### config.mk
export PLATFORM = sky130hd
export DESIGN_NAME = key_conditioner
export DESIGN_NICKNAME = d
export VERILOG_FILES = /design/src/rtl/key_cond_pkg.sv /design/src/rtl/key_channel.sv /design/src/rtl/key_conditioner.sv
export SDC_FILE = /design/constraint.sdc
export NUM_CORES = 1
export LEC_CHECK = 0
export ABC_CLOCK_PERIOD_IN_PS = 5700
export BUFFER_PORTS_ARGS = -buffer_cell sky130_fd_sc_hd__buf_2
export CAP_MARGIN = 20
export CORE_MARGIN = 8
export CORE_UTILIZATION = 45
export CTS_CLUSTER_DIAMETER = 30
export DETAILED_ROUTE_END_ITERATION = 16
export GPL_ROUTABILITY_DRIVEN = 1
export PLACE_DENSITY = 0.72
export SYNTH_ARGS = -nofsm -noshare
export SYNTH_HDL_FRONTEND = slang
export SYNTH_SLANG_ARGS = --single-unit
### constraint.sdc
create_clock -name clk -period 5.7 [get_ports clk]
set_clock_uncertainty 0.15 [all_clocks]
set_input_delay 1.14 -clock clk [delete_from_list [all_inputs] [get_ports clk]]
set_output_delay 1.14 -clock clk [all_outputs]
set_load 0.005 [all_outputs]
### src/rtl/key_cond_pkg.sv
// key_cond_pkg: shared FSM state type, default timing constants and helpers for the key conditioner
package key_cond_pkg;

  typedef enum logic [1:0] {
    ST_IDLE,
    ST_DELAY,
    ST_REPEAT
  } key_state_e;

  localparam int DEF_N_KEYS        = 4;
  localparam int DEF_ACTIVE_LOW    = 1;
  localparam int DEF_DB_CYCLES     = 50_000;
  localparam int DEF_DELAY_CYCLES  = 12_500_000;
  localparam int DEF_REPEAT_CYCLES = 5_000_000;

  function automatic int max_int(input int a, input int b);
    return (a > b) ? a : b;
  endfunction

endpackage

### src/rtl/key_channel.sv
// key_channel: one push-button channel -- synchronizer, debounce and auto-repeat FSM
//   clk, rst_n       : clock, asynchronous active-low reset
//   key_i            : raw asynchronous button level
//   rep_en_i         : auto-repeat enable, sampled every cycle
//   pressed_o        : debounced level, 1 = held
//   press_pulse_o    : one cycle on the debounced 0->1 transition
//   release_pulse_o  : one cycle on the debounced 1->0 transition
//   act_pulse_o      : press pulse or repeat tick
//   held_long_o      : 1 from the first repeat tick until release
module key_channel
  import key_cond_pkg::*;
#(
  parameter int ACTIVE_LOW    = DEF_ACTIVE_LOW,
  parameter int DB_CYCLES     = DEF_DB_CYCLES,
  parameter int DELAY_CYCLES  = DEF_DELAY_CYCLES,
  parameter int REPEAT_CYCLES = DEF_REPEAT_CYCLES
) (
  input  logic clk,
  input  logic rst_n,
  input  logic key_i,
  input  logic rep_en_i,
  output logic pressed_o,
  output logic press_pulse_o,
  output logic release_pulse_o,
  output logic act_pulse_o,
  output logic held_long_o
);

  localparam int DBW = $clog2(DB_CYCLES);
  // floor of 2 keeps the counter at least one bit wide when both timings are 1
  localparam int RW  = $clog2(max_int(max_int(DELAY_CYCLES, REPEAT_CYCLES), 2));

  logic [1:0]     sync_q;
  logic [DBW-1:0] db_cnt_q, db_cnt_d;
  logic           pressed_q, pressed_d;
  logic           press_q, release_q;
  key_state_e     state_q;
  logic [RW-1:0]  rep_cnt_q;
  logic           act_q, held_q;
  logic           key_n, differs, toggle, rise, fall;

  assign key_n   = (ACTIVE_LOW != 0) ? ~key_i : key_i;
  assign differs = sync_q[1] != pressed_q;
  assign toggle  = differs && (db_cnt_q == DBW'(DB_CYCLES - 1));
  assign rise    = toggle && !pressed_q;
  assign fall    = toggle && pressed_q;

  always_comb begin
    pressed_d = toggle ? ~pressed_q : pressed_q;
    db_cnt_d  = (!differs || toggle) ? '0 : db_cnt_q + DBW'(1);
  end

  always_ff @(posedge clk or negedge rst_n) begin
    if (!rst_n) begin
      sync_q    <= '0;
      db_cnt_q  <= '0;
      pressed_q <= 1'b0;
      press_q   <= 1'b0;
      release_q <= 1'b0;
    end else begin
      sync_q    <= {sync_q[0], key_n};
      db_cnt_q  <= db_cnt_d;
      pressed_q <= pressed_d;
      press_q   <= rise;
      release_q <= fall;
    end
  end

  // A release overrides every state so no tick can coincide with it.
  // With repeat disabled the counter parks at its terminal value so a tick
  // follows one cycle after the enable returns.
  always_ff @(posedge clk or negedge rst_n) begin
    if (!rst_n) begin
      state_q   <= ST_IDLE;
      rep_cnt_q <= '0;
      act_q     <= 1'b0;
      held_q    <= 1'b0;
    end else begin
      act_q <= rise;
      if (fall) begin
        state_q   <= ST_IDLE;
        rep_cnt_q <= '0;
        held_q    <= 1'b0;
      end else begin
        case (state_q)
          ST_IDLE: if (rise) begin
            state_q   <= ST_DELAY;
            rep_cnt_q <= '0;
          end
          ST_DELAY: if (rep_cnt_q != RW'(DELAY_CYCLES - 1)) begin
            rep_cnt_q <= rep_cnt_q + RW'(1);
          end else if (rep_en_i) begin
            state_q   <= ST_REPEAT;
            rep_cnt_q <= '0;
            act_q     <= 1'b1;
            held_q    <= 1'b1;
          end
          ST_REPEAT: if (!rep_en_i) begin
            state_q   <= ST_DELAY;
            rep_cnt_q <= RW'(DELAY_CYCLES - 1);
          end else if (rep_cnt_q == RW'(REPEAT_CYCLES - 1)) begin
            rep_cnt_q <= '0;
            act_q     <= 1'b1;
          end else begin
            rep_cnt_q <= rep_cnt_q + RW'(1);
          end
          default: begin
            state_q   <= ST_IDLE;
            rep_cnt_q <= '0;
          end
        endcase
      end
    end
  end

  assign pressed_o       = pressed_q;
  assign press_pulse_o   = press_q;
  assign release_pulse_o = release_q;
  assign act_pulse_o     = act_q;
  assign held_long_o     = held_q;

endmodule

### src/rtl/key_conditioner.sv
// key_conditioner: N_KEYS independent debounced push-button channels with auto-repeat
//   clk, rst_n     : clock, asynchronous active-low reset
//   key_raw        : raw asynchronous button levels
//   rep_en         : per-channel auto-repeat enable
//   pressed        : debounced levels
//   press_pulse    : debounced press pulses
//   release_pulse  : debounced release pulses
//   act_pulse      : press or repeat action pulses
//   held_long      : set from first repeat tick until release
module key_conditioner
  import key_cond_pkg::*;
#(
  parameter int N_KEYS        = DEF_N_KEYS,
  parameter int ACTIVE_LOW    = DEF_ACTIVE_LOW,
  parameter int DB_CYCLES     = DEF_DB_CYCLES,
  parameter int DELAY_CYCLES  = DEF_DELAY_CYCLES,
  parameter int REPEAT_CYCLES = DEF_REPEAT_CYCLES
) (
  input  logic              clk,
  input  logic              rst_n,
  input  logic [N_KEYS-1:0] key_raw,
  input  logic [N_KEYS-1:0] rep_en,
  output logic [N_KEYS-1:0] pressed,
  output logic [N_KEYS-1:0] press_pulse,
  output logic [N_KEYS-1:0] release_pulse,
  output logic [N_KEYS-1:0] act_pulse,
  output logic [N_KEYS-1:0] held_long
);

  for (genvar i = 0; i < N_KEYS; i++) begin : g_ch
    key_channel #(
      .ACTIVE_LOW   (ACTIVE_LOW),
      .DB_CYCLES    (DB_CYCLES),
      .DELAY_CYCLES (DELAY_CYCLES),
      .REPEAT_CYCLES(REPEAT_CYCLES)
    ) u_ch (
      .clk            (clk),
      .rst_n          (rst_n),
      .key_i          (key_raw[i]),
      .rep_en_i       (rep_en[i]),
      .pressed_o      (pressed[i]),
      .press_pulse_o  (press_pulse[i]),
      .release_pulse_o(release_pulse[i]),
      .act_pulse_o    (act_pulse[i]),
      .held_long_o    (held_long[i])
    );
  end

endmodule

==> metrics.txt <==
# TYPE chip_impl_metric gauge
chip_impl_metric{name="rrSetupSlack",unit="ns"} 2.36
chip_impl_metric{name="grt_pass1_vias",unit=""} 9302
chip_impl_metric{name="finalCriticalPeriod",unit="ns"} 3.34
chip_impl_metric{name="tritoncts_num_sinks",unit=""} 196
chip_impl_info{name="rsz0062_at_grt",value="false"} 1
chip_impl_metric{name="fillers",unit=""} 2301
chip_impl_info{name="post_synth_main_area_contributors",value="dfrtp_1 42%, nor2_1 5.2%, nand2_1 4.0%"} 1
chip_impl_metric{name="floorplan.io_pins",unit=""} 30
chip_impl_metric{name="post_cts_buffers",unit=""} 0
chip_impl_metric{name="drc",unit=""} 0
chip_impl_metric{name="grt_use_met2",unit="%"} 26.0
chip_impl_metric{name="final_non_filler_cell_area",unit="um^2"} 12400
chip_impl_info{name="post-synth-top-area-cell",value="dfrtp_1"} 1
chip_impl_metric{name="final.period_utilization",unit="%"} 58.6
chip_impl_metric{name="floorplan.core_area",unit="um^2"} 25200
chip_impl_metric{name="syn-instance-count",unit=""} 1309
chip_impl_metric{name="dr_total_vias",unit=""} 9736
chip_impl_metric{name="mappedNetlistArea",unit="um^2"} 11600
chip_impl_metric{name="drt-wirelength-per-cell",unit="um"} 15.2
chip_impl_info{name="cp_slowest_cell",value="or4_1"} 1
chip_impl_info{name="worstSetupStartpointType",value="register"} 1
chip_impl_metric{name="max-clock-path-buffers",unit=""} 2
chip_impl_metric{name="slowest_delay",unit="ns"} 0.69
chip_impl_metric{name="clk-insertion-delay-late",unit="ns"} 0.44
chip_impl_metric{name="place_congestion",unit=""} 0.896
chip_impl_metric{name="timing.final.max_slew_violations",unit=""} 0
chip_impl_metric{name="area.growth.synth_to_final",unit="%"} 7.53
chip_impl_info{name="root_buffer",value="clkbuf_16"} 1
chip_impl_metric{name="detail_route.first_pass.iterations",unit=""} 7
chip_impl_metric{name="cellLeakagePower",unit="nW"} 5.07
chip_impl_metric{name="avgViaCountPerCell",unit=""} 5.91
chip_impl_metric{name="tightest_pin_transition",unit="ns"} 0.884
chip_impl_metric{name="cts.hold.buffers_added",unit=""} 0
chip_impl_metric{name="worstRegToRegCells",unit=""} 6
chip_impl_info{name="tritoncts",value="built"} 1
chip_impl_metric{name="ys_ff_latch",unit=""} 196
chip_impl_metric{name="dp.final_hpwl",unit="um"} 17300
chip_impl_metric{name="post-layout-total-power",unit="W"} 0.00311
chip_impl_metric{name="final_hold_vios",unit=""} 0
chip_impl_info{name="worstSetupStartpoint",value="g_ch[2].u_ch.db_cnt_q[10]"} 1
chip_impl_metric{name="floorplan.die.height",unit="um"} 176
chip_impl_metric{name="ys_warn_count",unit=""} 0
chip_impl_metric{name="largest_net_degree_at_the_start_of_global_routing",unit=""} 106
chip_impl_metric{name="die_area",unit="um^2"} 31100
chip_impl_info{name="dominantRegCellSynth",value="dfrtp_1"} 1
chip_impl_metric{name="timing.fmax",unit="MHz"} 299
chip_impl_metric{name="global_route.usage.met3",unit="%"} 3.14
chip_impl_metric{name="fp-row-count",unit=""} 58
chip_impl_metric{name="p_per_area",unit="nW/um^2"} 250
chip_impl_info{name="reg2reg_to",value="g_ch[2].u_ch.rep_cnt_q[11]"} 1
chip_impl_metric{name="worst_slew_margin_rel",unit="%"} 40.3
chip_impl_metric{name="tritoncts.num_buffers",unit=""} 17
chip_impl_metric{name="synth_cell_type_count",unit=""} 74
chip_impl_metric{name="postRouteWirelength",unit="um"} 25100
chip_impl_metric{name="num-nets-final",unit=""} 1339
chip_impl_metric{name="dp.cells",unit=""} 1615
chip_impl_metric{name="synth_top_cell_area_share",unit="%"} 42.4
chip_impl_metric{name="crit_fanout",unit=""} 13
chip_impl_metric{name="met1_usage",unit="%"} 23.0
chip_impl_metric{name="irDropWorstVdd",unit="uV"} 240
chip_impl_metric{name="synthArstFlopShare",unit="%"} 100
chip_impl_metric{name="clkSlewWorstSetupHoldPaths",unit="ns"} 0.07
chip_impl_metric{name="worstPathRequired",unit="ns"} 5.88
chip_impl_info{name="timing.setup.critical_path_class",value="register to register"} 1
chip_impl_metric{name="synth_fp_nets",unit=""} 1343
chip_impl_metric{name="detailedRoute.firstIterationViolations",unit=""} 767
chip_impl_metric{name="die_width",unit="um"} 176
chip_impl_metric{name="cp_data_arrival_time",unit="ns"} 3.52
chip_impl_info{name="critical_path.cell_chain",value="or4b_1 > or4_1 > o21a_4 > a211oi_4 > nand2_2 > o311ai_1"} 1
chip_impl_info{name="hold_path.class",value="register to register"} 1
chip_impl_metric{name="post_layout_nonfiller_instances",unit=""} 1648
chip_impl_metric{name="fin_tns_setup",unit="ns"} 0
chip_impl_info{name="critical_path.endpoint",value="g_ch[2].u_ch.rep_cnt_q[11]"} 1
chip_impl_metric{name="gr-usage-all-layers",unit="%"} 16.6
chip_impl_metric{name="synth_sequential_area_ratio",unit="%"} 42.4
chip_impl_metric{name="drv.max_cap_violation_count",unit=""} 0
chip_impl_info{name="top_usage_layer",value="met2"} 1
chip_impl_metric{name="num_antenna_cells",unit=""} 0
chip_impl_info{name="worstSetupEndpointType",value="register"} 1
chip_impl_metric{name="floorplan.initialDensity",unit="%"} 45.9
chip_impl_metric{name="cts_max_level",unit=""} 4
chip_impl_metric{name="finalSetupViolCount",unit=""} 0
chip_impl_info{name="status",value="completed"} 1
chip_impl_metric{name="final_layout_size_suffix_gt1_share",unit="%"} 7.44
chip_impl_metric{name="route.antenna.remaining_nets",unit=""} 0
chip_impl_metric{name="placedInstanceArea",unit="um^2"} 11900
chip_impl_metric{name="buffer_ports.inserted",unit=""} 29
chip_impl_metric{name="post_cts_resized",unit=""} 0
chip_impl_info{name="worstReg2RegStart",value="g_ch[2].u_ch.db_cnt_q[10]"} 1
chip_impl_metric{name="synth_edf_count",unit=""} 0
chip_impl_metric{name="antenna_found_initial",unit=""} 0
chip_impl_metric{name="grt_overflow",unit=""} 0
chip_impl_metric{name="global_route_wire_length_before_repair",unit="um"} 44300
chip_impl_metric{name="synthesis.area_per_instance",unit="um^2"} 8.83
==> layout by cell type (no fill, tap or decap), types with 17 or more instances in the layout <==
cell type / synthesis / layout
dfrtp_1: 196 / 196
nor3_1: 19 / 19
o21ai_0: 57 / 57
and3_1: 18 / 18
nand2b_1: 19 / 19
inv_1: 59 / 59
o21ai_1: 24 / 24
a21oi_1: 40 / 40
ha_1: 24 / 24
o31ai_1: 21 / 21
nand2_1: 124 / 124
xnor2_1: 30 / 30
nand3_1: 84 / 84
buf_2: 8 / 28
nand4_1: 55 / 55
clkbuf_16: 0 / 17
nor2_1: 160 / 160
xor2_1: 32 / 32
a22o_1: 25 / 25
==> worst min path at each step <==
| stage | from | end | slack, ns | cells after the start |
|---|---|---|---|---|
| detailed placement | g_ch[3].u_ch.sync_q[0] | g_ch[3].u_ch.sync_q[1] | 0.19 | 0 |
| finish | g_ch[3].u_ch.sync_q[0] | g_ch[3].u_ch.sync_q[1] | 0.20 | 0 |
| CTS | g_ch[0].u_ch.sync_q[0] | g_ch[0].u_ch.sync_q[1] | 0.20 | 0 |
| floorplan | g_ch[0].u_ch.sync_q[0] | g_ch[0].u_ch.sync_q[1] | 0.18 | 0 |
| global route | g_ch[0].u_ch.sync_q[0] | g_ch[0].u_ch.sync_q[1] | 0.21 | 0 |
| global placement | g_ch[3].u_ch.sync_q[0] | g_ch[3].u_ch.sync_q[1] | 0.19 | 0 |
==> layer usage <==
| layer | vias to the layer above | part of all wire [%] |
|---|---|---|
| met5 | - | 0 |
| met4 | 0 | 1.4 |
| met3 | 32 | 4.6 |
| met2 | 247 | 46 |
| met1 | 4707 | 48 |
| li1 | 4750 | - |
==> through the flow <==
| step | utilization, % | hold slack (ns) | worst slack, ns |
|---|---|---|---|
| 3_3_place_gp | 47.1 | 0.185 | 2.46 |
| 4_1_cts | 49.3 | 0.205 | 2.37 |
| 3_5_place_dp | 47.1 | 0.187 | 2.40 |
| 6_report | 49.4 | 0.201 | 2.36 |
| 5_1_grt | 49.4 | 0.210 | 2.20 |
| 2_1_floorplan | - | 0.181 | 2.88 |
==> synth_stat cells, types with 23 or more instances <==
| library cell | n |
|---|---|
| nand2_1 | 124 |
| a21oi_1 | 40 |
| xnor2_1 | 30 |
| nor2_1 | 160 |
| clkbuf_1 | 28 |
| nand3_1 | 84 |
| a22o_1 | 25 |
| dfrtp_1 | 196 |
| nand4_1 | 55 |
| o21ai_1 | 24 |
| ha_1 | 24 |
| buf_4 | 23 |
| inv_1 | 59 |
| o21ai_0 | 57 |
| xor2_1 | 32 |
==> worst max-delay path, delay by kind of cell (launching register included) <==
family | cells | cell delay [ns]
DFF | 1 | 0.42
AOI/OAI and AO/OA | 3 | 1.15
and+or+nand+nor | 3 | 1.51
==> sequential cells by signal, summed over array words and instances, names as in the netlist <==
| name | flops |
|---|---|
| g_ch.u_ch.rep_cnt_q | 96 |
| g_ch.u_ch.db_cnt_q | 64 |
| g_ch.u_ch.state_q | 8 |
| g_ch.u_ch.sync_q | 8 |
| g_ch.u_ch.act_pulse_o | 4 |
| g_ch.u_ch.held_long_o | 4 |
| g_ch.u_ch.press_pulse_o | 4 |
| g_ch.u_ch.pressed_o | 4 |
| g_ch.u_ch.release_pulse_o | 4 |
==> power breakdown <==
group | switching [W] | internal [W]
Sequential | 0.0000769 | 0.00145
Clock | 0.000555 | 0.000581
Combinational | 0.000290 | 0.000164
Total | 0.000922 | 0.00219
==> layout make-up <==
class	instances	area (um^2)	share of cell area [%]
sequential	196	4900	39.4
timing repair buffer	38	234	1.88
multi-input combinational	993	6100	49.1
inverter	59	221	1.78
clock inverter	14	118	0.946
clock buffer	18	439	3.53
tap	330	413	3.32
==> logic make-up (layout without fill, tap and decap cells) <==
kind of cell	Yosys count	in the layout	share of synthesized area, %
buf+inv	120	129	4.79
mux	8	8	0.725
xor+xnor	62	62	4.70
simple gates	594	594	26.4
compound gates	305	305	18.4
fa+ha+maj	24	24	2.60
flops	196	196	42.4
No activity file was read; power rests on OpenSTA's default activity.
